==> config.mk <==
export PLATFORM = sky130hd
export DESIGN_NAME = shift_deserializer_flat
export DESIGN_NICKNAME = d
export VERILOG_FILES = /design/src/rtl/shift_deserializer_if.sv /design/src/rtl/shift_deserializer.sv /design/src/flat_wrapper.sv
export SDC_FILE = /design/constraint.sdc
export NUM_CORES = 1
export LEC_CHECK = 0
export BUFFER_PORTS_ARGS = -buffer_cell sky130_fd_sc_hd__clkbuf_2
export CORE_AREA = 5 5 53 55
export DETAILED_ROUTE_END_ITERATION = 10
export DIE_AREA = 0 0 58 60
export PLACE_DENSITY = 0.72
export SETUP_SLACK_MARGIN = 0.4
export SYNTH_ARGS = -nofsm -noshare
export SYNTH_HDL_FRONTEND = slang
export SYNTH_SLANG_ARGS = --single-unit
==> constraint.sdc <==
create_clock -name clk -period 4.8 [get_ports clk]
set_input_delay 0 -clock clk [delete_from_list [all_inputs] [get_ports clk]]
set_output_delay 0 -clock clk [all_outputs]
set_load 0.05 [all_outputs]
==> src/rtl/shift_deserializer_if.sv <==
`default_nettype none
// ============================================================================
//  Module      : shift_deserializer_if
//  Description : Serial-bit input, control and parallel-word output bundle
//                for the shift deserializer. The master drives the serial
//                bits and controls; the slave (deserializer) returns the word.
//  Revision    : 1.0 - initial release
// ============================================================================
interface shift_deserializer_if #(
    parameter int WIDTH = 8
);
    logic             bit_valid;
    logic             bit_in;
    logic             lr;
    logic             abort;
    logic             out_ready;
    logic             clr_ovr;
    logic             out_valid;
    logic [WIDTH-1:0] out_data;
    logic             busy;
    logic             overrun;

    modport master (
        output bit_valid, bit_in, lr, abort, out_ready, clr_ovr,
        input  out_valid, out_data, busy, overrun
    );

    modport slave (
        input  bit_valid, bit_in, lr, abort, out_ready, clr_ovr,
        output out_valid, out_data, busy, overrun
    );
endinterface
`default_nettype wire

==> src/rtl/shift_deserializer.sv <==
`default_nettype none
// ============================================================================
//  Module      : shift_deserializer
//  Description : Serial-to-parallel receiver. Rebuilds WIDTH-bit words from
//                one bit per beat, MSB-first or LSB-first (order latched on the
//                first bit of each word), and holds finished words behind a
//                valid/ready output register with a sticky overrun flag.
//  Revision    : 1.0 - initial release
// ============================================================================
module shift_deserializer #(
    parameter int WIDTH = 8
) (
    input  wire logic         clk,
    input  wire logic         rst_n,
    shift_deserializer_if.slave bus
);
    localparam int                 c_cnt_w    = $clog2(WIDTH + 1);
    localparam logic [c_cnt_w-1:0] c_cnt_full = c_cnt_w'(WIDTH);

    typedef enum logic [0:0] {
        ST_IDLE  = 1'b0,
        ST_SHIFT = 1'b1
    } state_t;

    state_t             r_state;
    state_t             w_state_nxt;
    logic [WIDTH-1:0]   r_sh;
    logic [WIDTH-1:0]   w_sh_nxt;
    logic [WIDTH-1:0]   w_sh_shift;
    logic [c_cnt_w-1:0] r_cnt;
    logic [c_cnt_w-1:0] w_cnt_nxt;
    logic [c_cnt_w-1:0] w_cnt_inc;
    logic               r_dir;
    logic               w_dir_nxt;
    logic               w_dir_eff;
    logic               w_complete;

    logic               r_out_valid;
    logic               w_out_valid_nxt;
    logic [WIDTH-1:0]   r_out_data;
    logic [WIDTH-1:0]   w_out_data_nxt;
    logic               r_overrun;
    logic               w_overrun_nxt;
    logic               w_drop;

    // State register: assembler, output stage and overrun flag
    always_ff @(posedge clk or negedge rst_n) begin
        if (!rst_n) begin
            r_state     <= ST_IDLE;
            r_sh        <= '0;
            r_cnt       <= '0;
            r_dir       <= 1'b0;
            r_out_valid <= 1'b0;
            r_out_data  <= '0;
            r_overrun   <= 1'b0;
        end else begin
            r_state     <= w_state_nxt;
            r_sh        <= w_sh_nxt;
            r_cnt       <= w_cnt_nxt;
            r_dir       <= w_dir_nxt;
            r_out_valid <= w_out_valid_nxt;
            r_out_data  <= w_out_data_nxt;
            r_overrun   <= w_overrun_nxt;
        end
    end

    // Assembler next state: abort wins over a bit in the same cycle; the
    // shift order comes from lr only on the first bit of a word
    always_comb begin
        w_state_nxt = r_state;
        w_sh_nxt    = r_sh;
        w_cnt_nxt   = r_cnt;
        w_dir_nxt   = r_dir;
        w_complete  = 1'b0;
        w_dir_eff   = (r_state == ST_IDLE) ? bus.lr : r_dir;
        w_sh_shift  = w_dir_eff ? {bus.bit_in, r_sh[WIDTH-1:1]}
                                : {r_sh[WIDTH-2:0], bus.bit_in};
        w_cnt_inc   = r_cnt + 1'b1;

        if (bus.abort) begin
            w_state_nxt = ST_IDLE;
            w_sh_nxt    = '0;
            w_cnt_nxt   = '0;
        end else if (bus.bit_valid) begin
            w_sh_nxt = w_sh_shift;
            if (r_state == ST_IDLE) begin
                w_dir_nxt = bus.lr;
            end
            if (w_cnt_inc == c_cnt_full) begin
                w_complete  = 1'b1;
                w_state_nxt = ST_IDLE;
                w_cnt_nxt   = '0;
            end else begin
                w_state_nxt = ST_SHIFT;
                w_cnt_nxt   = w_cnt_inc;
            end
        end
    end

    // Output stage: load a finished word if the register is free or being
    // drained this cycle, otherwise drop it and flag overrun (set beats clear)
    always_comb begin
        w_out_valid_nxt = r_out_valid;
        w_out_data_nxt  = r_out_data;
        w_drop          = w_complete && r_out_valid && !bus.out_ready;

        if (w_complete) begin
            if (!w_drop) begin
                w_out_valid_nxt = 1'b1;
                w_out_data_nxt  = w_sh_shift;
            end
        end else if (r_out_valid && bus.out_ready) begin
            w_out_valid_nxt = 1'b0;
        end

        if (w_drop) begin
            w_overrun_nxt = 1'b1;
        end else if (bus.clr_ovr) begin
            w_overrun_nxt = 1'b0;
        end else begin
            w_overrun_nxt = r_overrun;
        end
    end

    assign bus.out_valid = r_out_valid;
    assign bus.out_data  = r_out_data;
    assign bus.busy      = (r_state == ST_SHIFT);
    assign bus.overrun   = r_overrun;

endmodule
`default_nettype wire
==> src/flat_wrapper.sv <==
// flat-port wrapper written by rule: the top's interface ports become plain ports
module shift_deserializer_flat 
#(
    parameter int WIDTH = 8
)
  (clk, rst_n, bus_bit_valid, bus_bit_in, bus_lr, bus_abort, bus_out_ready, bus_clr_ovr, bus_out_valid, bus_out_data, bus_busy, bus_overrun);
  shift_deserializer_if #(.WIDTH(WIDTH)) bus_i ();
  input  wire logic clk;
  input  wire logic rst_n;
  input wire logic [$bits(bus_i.bit_valid)-1:0] bus_bit_valid;
  input wire logic [$bits(bus_i.bit_in)-1:0] bus_bit_in;
  input wire logic [$bits(bus_i.lr)-1:0] bus_lr;
  input wire logic [$bits(bus_i.abort)-1:0] bus_abort;
  input wire logic [$bits(bus_i.out_ready)-1:0] bus_out_ready;
  input wire logic [$bits(bus_i.clr_ovr)-1:0] bus_clr_ovr;
  output wire logic [$bits(bus_i.out_valid)-1:0] bus_out_valid;
  output wire logic [$bits(bus_i.out_data)-1:0] bus_out_data;
  output wire logic [$bits(bus_i.busy)-1:0] bus_busy;
  output wire logic [$bits(bus_i.overrun)-1:0] bus_overrun;
  assign bus_i.bit_valid = bus_bit_valid;
  assign bus_i.bit_in = bus_bit_in;
  assign bus_i.lr = bus_lr;
  assign bus_i.abort = bus_abort;
  assign bus_i.out_ready = bus_out_ready;
  assign bus_i.clr_ovr = bus_clr_ovr;
  assign bus_out_valid = bus_i.out_valid;
  assign bus_out_data = bus_i.out_data;
  assign bus_busy = bus_i.busy;
  assign bus_overrun = bus_i.overrun;
  shift_deserializer #(.WIDTH(WIDTH)) u_core (.clk(clk), .rst_n(rst_n), .bus(bus_i));
endmodule
==> flow_metrics.tcl <==
set metrics [dict create \
    rsz0062_at_grt "no" \
    fp.dieArea_um2 3480 \
    worstReg2RegEnd "u_core.bus.out_data[4]" \
    critical_path_buf_inv_count 0 \
    finalMaxSlewViolations 0 \
    leakagePower_nw 0.661 \
    synth.avg_cell_area_um2 12.3 \
    crit_chain "ha_1 > nand4bb_1 > a21oi_4 > mux2_4" \
    slowest_delay_ns 0.47 \
    core_area_um2 2340 \
    antenna_cells 0 \
    wl_per_cell_um 14.8 \
    dp_hpwl_mm 1.55 \
    yosysWarnings 0 \
    slew_headroom_pct 56.9 \
    cts_setup_buffers 0 \
    reg2reg_slack_ns 2.86 \
    place.gp.congestion 0.777 \
    holdWs_ns 0.0574 \
    ir_drop_uv 139 \
    die_h_um 60 \
    hold_violations 0 \
    swShare_pct 26.3 \
    drc 0 \
    num_rows 18 \
    synth_nets 106 \
    period_needed_ns 1.94 \
    drt_iter0_markers 12 \
    crit_slowest_cell "dfrtp_1" \
    crit_type "flop to flop" \
    worst_slew_pin_slew_ns 0.634 \
    final-setup-viol-count 0 \
    ys_ff_latch 24 \
    holdPathStages 3 \
    nets 129 \
    grt_pass1_wl_mm 3.68 \
    pwr-share-comb_pct 13.8 \
    worstSetupStartpoint "u_core.r_cnt[0]" \
    status "complete, no violations" \
    worst_setup_path_start_kind "flop" \
    pin_count 19 \
    clock_latency_ns 0.31 \
    tns_ns 0 \
    antenna_found_initial 0 \
    maxCapViolCount 0 \
    vias 785 \
    hold_path.class "input port to flop" \
    switching_power_mw 0.0986 \
    postLayoutCoreUtil_pct 58.0 \
    synth_area_um2 1180 \
    required_ns 5.01 \
    overflow 0 \
    stdcell_area_um2 1360 \
    ys_seq_area_share_pct 51.1 \
    h-tree-depth 1 \
    ant_nets 0 \
    clkPwrFrac_pct 28.2 \
    seqPwrFrac_pct 58.0 \
    p_int_mw 0.276 \
    syn_inst 96 \
    cts.path.max_buffers 2 \
    worstHoldEndpoint "u_core.bus.out_data[0]" \
    cts_root_buffer "clkbuf_4" \
    power.density_nw_per_um2 276 \
    r2r-start "u_core.r_cnt[0]" \
    cts_inserted_buffers 3 \
    grt_max_degree 25 \
    finClkSkew_ns 0.00414 \
    crit_fanout 8 \
    first_global_vias 815 \
    first_pass_iters 4 \
    critPathCaptureType "flop" \
    cts_tree "yes" \
    path_clk_slew_ns 0.13 \
    wl_mm 2.19 \
    die_x_um 58 \
    start_util_pct 50.2 \
    yosys.cell_types.count 28 \
    arrival_ns 2.15 \
    viasPerCell 5.30 \
    grt_usage_pct 14.0 \
    portBuffers 18 \
    drive_above_1_share_pct 30.5 \
    cts.sinks 24 \
    dpl-instance-area_um2 1290 \
    place_ws_ns 2.87 \
    min_period_over_period_pct 40.4 \
    area_growth_pct 15.4 \
    cp_top_family "flip-flops" \
    reg2regPathDepth 4 \
    fin_ws_ns 2.86 \
    max_freq_mhz 515 \
    hold_path.startpoint "bus_bit_in" \
]
Yosys cell counts:
| cell | n | share of area, % |
|---|---|---|
| dfrtp_1 | 24 | 51 |
| mux2i_1 | 13 | 11 |
| nor2_1 | 11 | 3.5 |
| a211oi_1 | 5 | 3.2 |
| inv_1 | 5 | 1.6 |
| mux2_2 | 4 | 3.8 |
| mux2_4 | 4 | 5.1 |
| nand2_1 | 4 | 1.3 |
| nand2b_1 | 4 | 2.1 |
| a21oi_1 | 2 | 0.85 |
| clkbuf_1 | 2 | 0.64 |
| ha_1 | 2 | 2.1 |
| a21boi_2 | 1 | 0.96 |
| a21o_2 | 1 | 0.74 |
| a21oi_4 | 1 | 1.4 |
| and3b_2 | 1 | 0.85 |
| buf_2 | 1 | 0.43 |
| mux2i_2 | 1 | 1.2 |
| nand3_1 | 1 | 0.43 |
| nand4b_1 | 1 | 0.74 |
| nand4bb_1 | 1 | 0.96 |
| nor3b_1 | 1 | 0.64 |
| o2111ai_4 | 1 | 2.2 |
| o21ai_0 | 1 | 0.43 |
| o22ai_1 | 1 | 0.53 |
| o32ai_1 | 1 | 0.74 |
| or2b_1 | 1 | 0.64 |
| xor2_1 | 1 | 0.74 |
worst reg2reg max path, stage by stage (launching register included):
cell	delay (ns)
dfrtp_1	0.47
ha_1	0.28
nand4bb_1	0.34
a21oi_4	0.41
mux2_4	0.34
per-layer routing:
metal | global-route usage, % | wire, um
met1 | 17.8 | 1010
met2 | 23.2 | 1080
met3 | 1.94 | 78
met4 | 6.95 | 21
met5 | 0 | 0
through the flow:
step / cells / total power [mW]
after floorplan: 96 / 0.256
after global placement: 141 / 0.270
after detailed placement: 141 / 0.272
after CTS: 148 / 0.379
after global routing: 148 / 0.396
final: 148 / 0.375
kinds of logic after synthesis:
| logic type | after synthesis | synth area share, % |
|---|---|---|
| and+or+nand+nor | 25 | 11.2 |
| AOI/OAI and AO/OA | 14 | 11.1 |
| DFF | 24 | 51.1 |
| xor gates and xnor gates | 1 | 0.745 |
| buffers and inverters | 8 | 2.66 |
| muxes | 22 | 21.2 |
| adders and majority gates | 2 | 2.13 |
timing repair:
action	CTS	global route
hold buffers	3	0
resized for setup	0	0
endpoints found under the hold margin	26	0
sequential cells by signal, summed over array words and instances (netlist names):
| signal | cells |
|---|---|
| u_core.bus.busy | 1 |
| u_core.bus.out_data | 8 |
| u_core.bus.out_valid | 1 |
| u_core.bus.overrun | 1 |
| u_core.r_cnt | 4 |
| u_core.r_dir | 1 |
| u_core.r_sh | 8 |
worst max path at each step:
stage          cells after the start                endpoint
4_1_cts                            4  u_core.bus.out_data[4]
3_5_place_dp                       4  u_core.bus.out_data[4]
3_3_place_gp                       4  u_core.bus.out_data[5]
5_1_grt                            4  u_core.bus.out_data[4]
6_report                           4  u_core.bus.out_data[4]
2_1_floorplan                      3  u_core.bus.out_data[6]
power by group through the flow:
| stage | Combinational, mW | Sequential, mW | Clock [mW] |
|---|---|---|---|
| 4_1_cts | 0.0525 | 0.217 | 0.109 |
| 6_report | 0.0517 | 0.217 | 0.106 |
| 2_1_floorplan | 0.0267 | 0.229 | 0 |
| 3_3_place_gp | 0.0491 | 0.221 | 0 |
| 3_5_place_dp | 0.0503 | 0.221 | 0 |
| 5_1_grt | 0.0569 | 0.218 | 0.121 |
cell usage in the layout (no fill, tap or decap), types with 2 or more instances in the layout:
cell	netlist	layout
dfrtp_1	24	24
clkbuf_2	0	18
mux2i_1	13	13
nor2_1	11	11
a211oi_1	5	5
inv_1	5	5
mux2_2	4	4
nand2b_1	4	4
mux2_4	4	4
nand2_1	4	4
clkbuf_4	0	3
dlygate4sd3_1	0	3
a21oi_1	2	2
ha_1	2	2
cell type report:
class | instances | area [um2]
well taps | 30 | 37.5
fillers | 214 | 985
clock buffers | 4 | 36.3
inverters | 5 | 18.8
multi-input cells | 64 | 544
flip-flops and latches | 24 | 601
repair buffers | 21 | 120
Power figures use the tool's default switching activity.
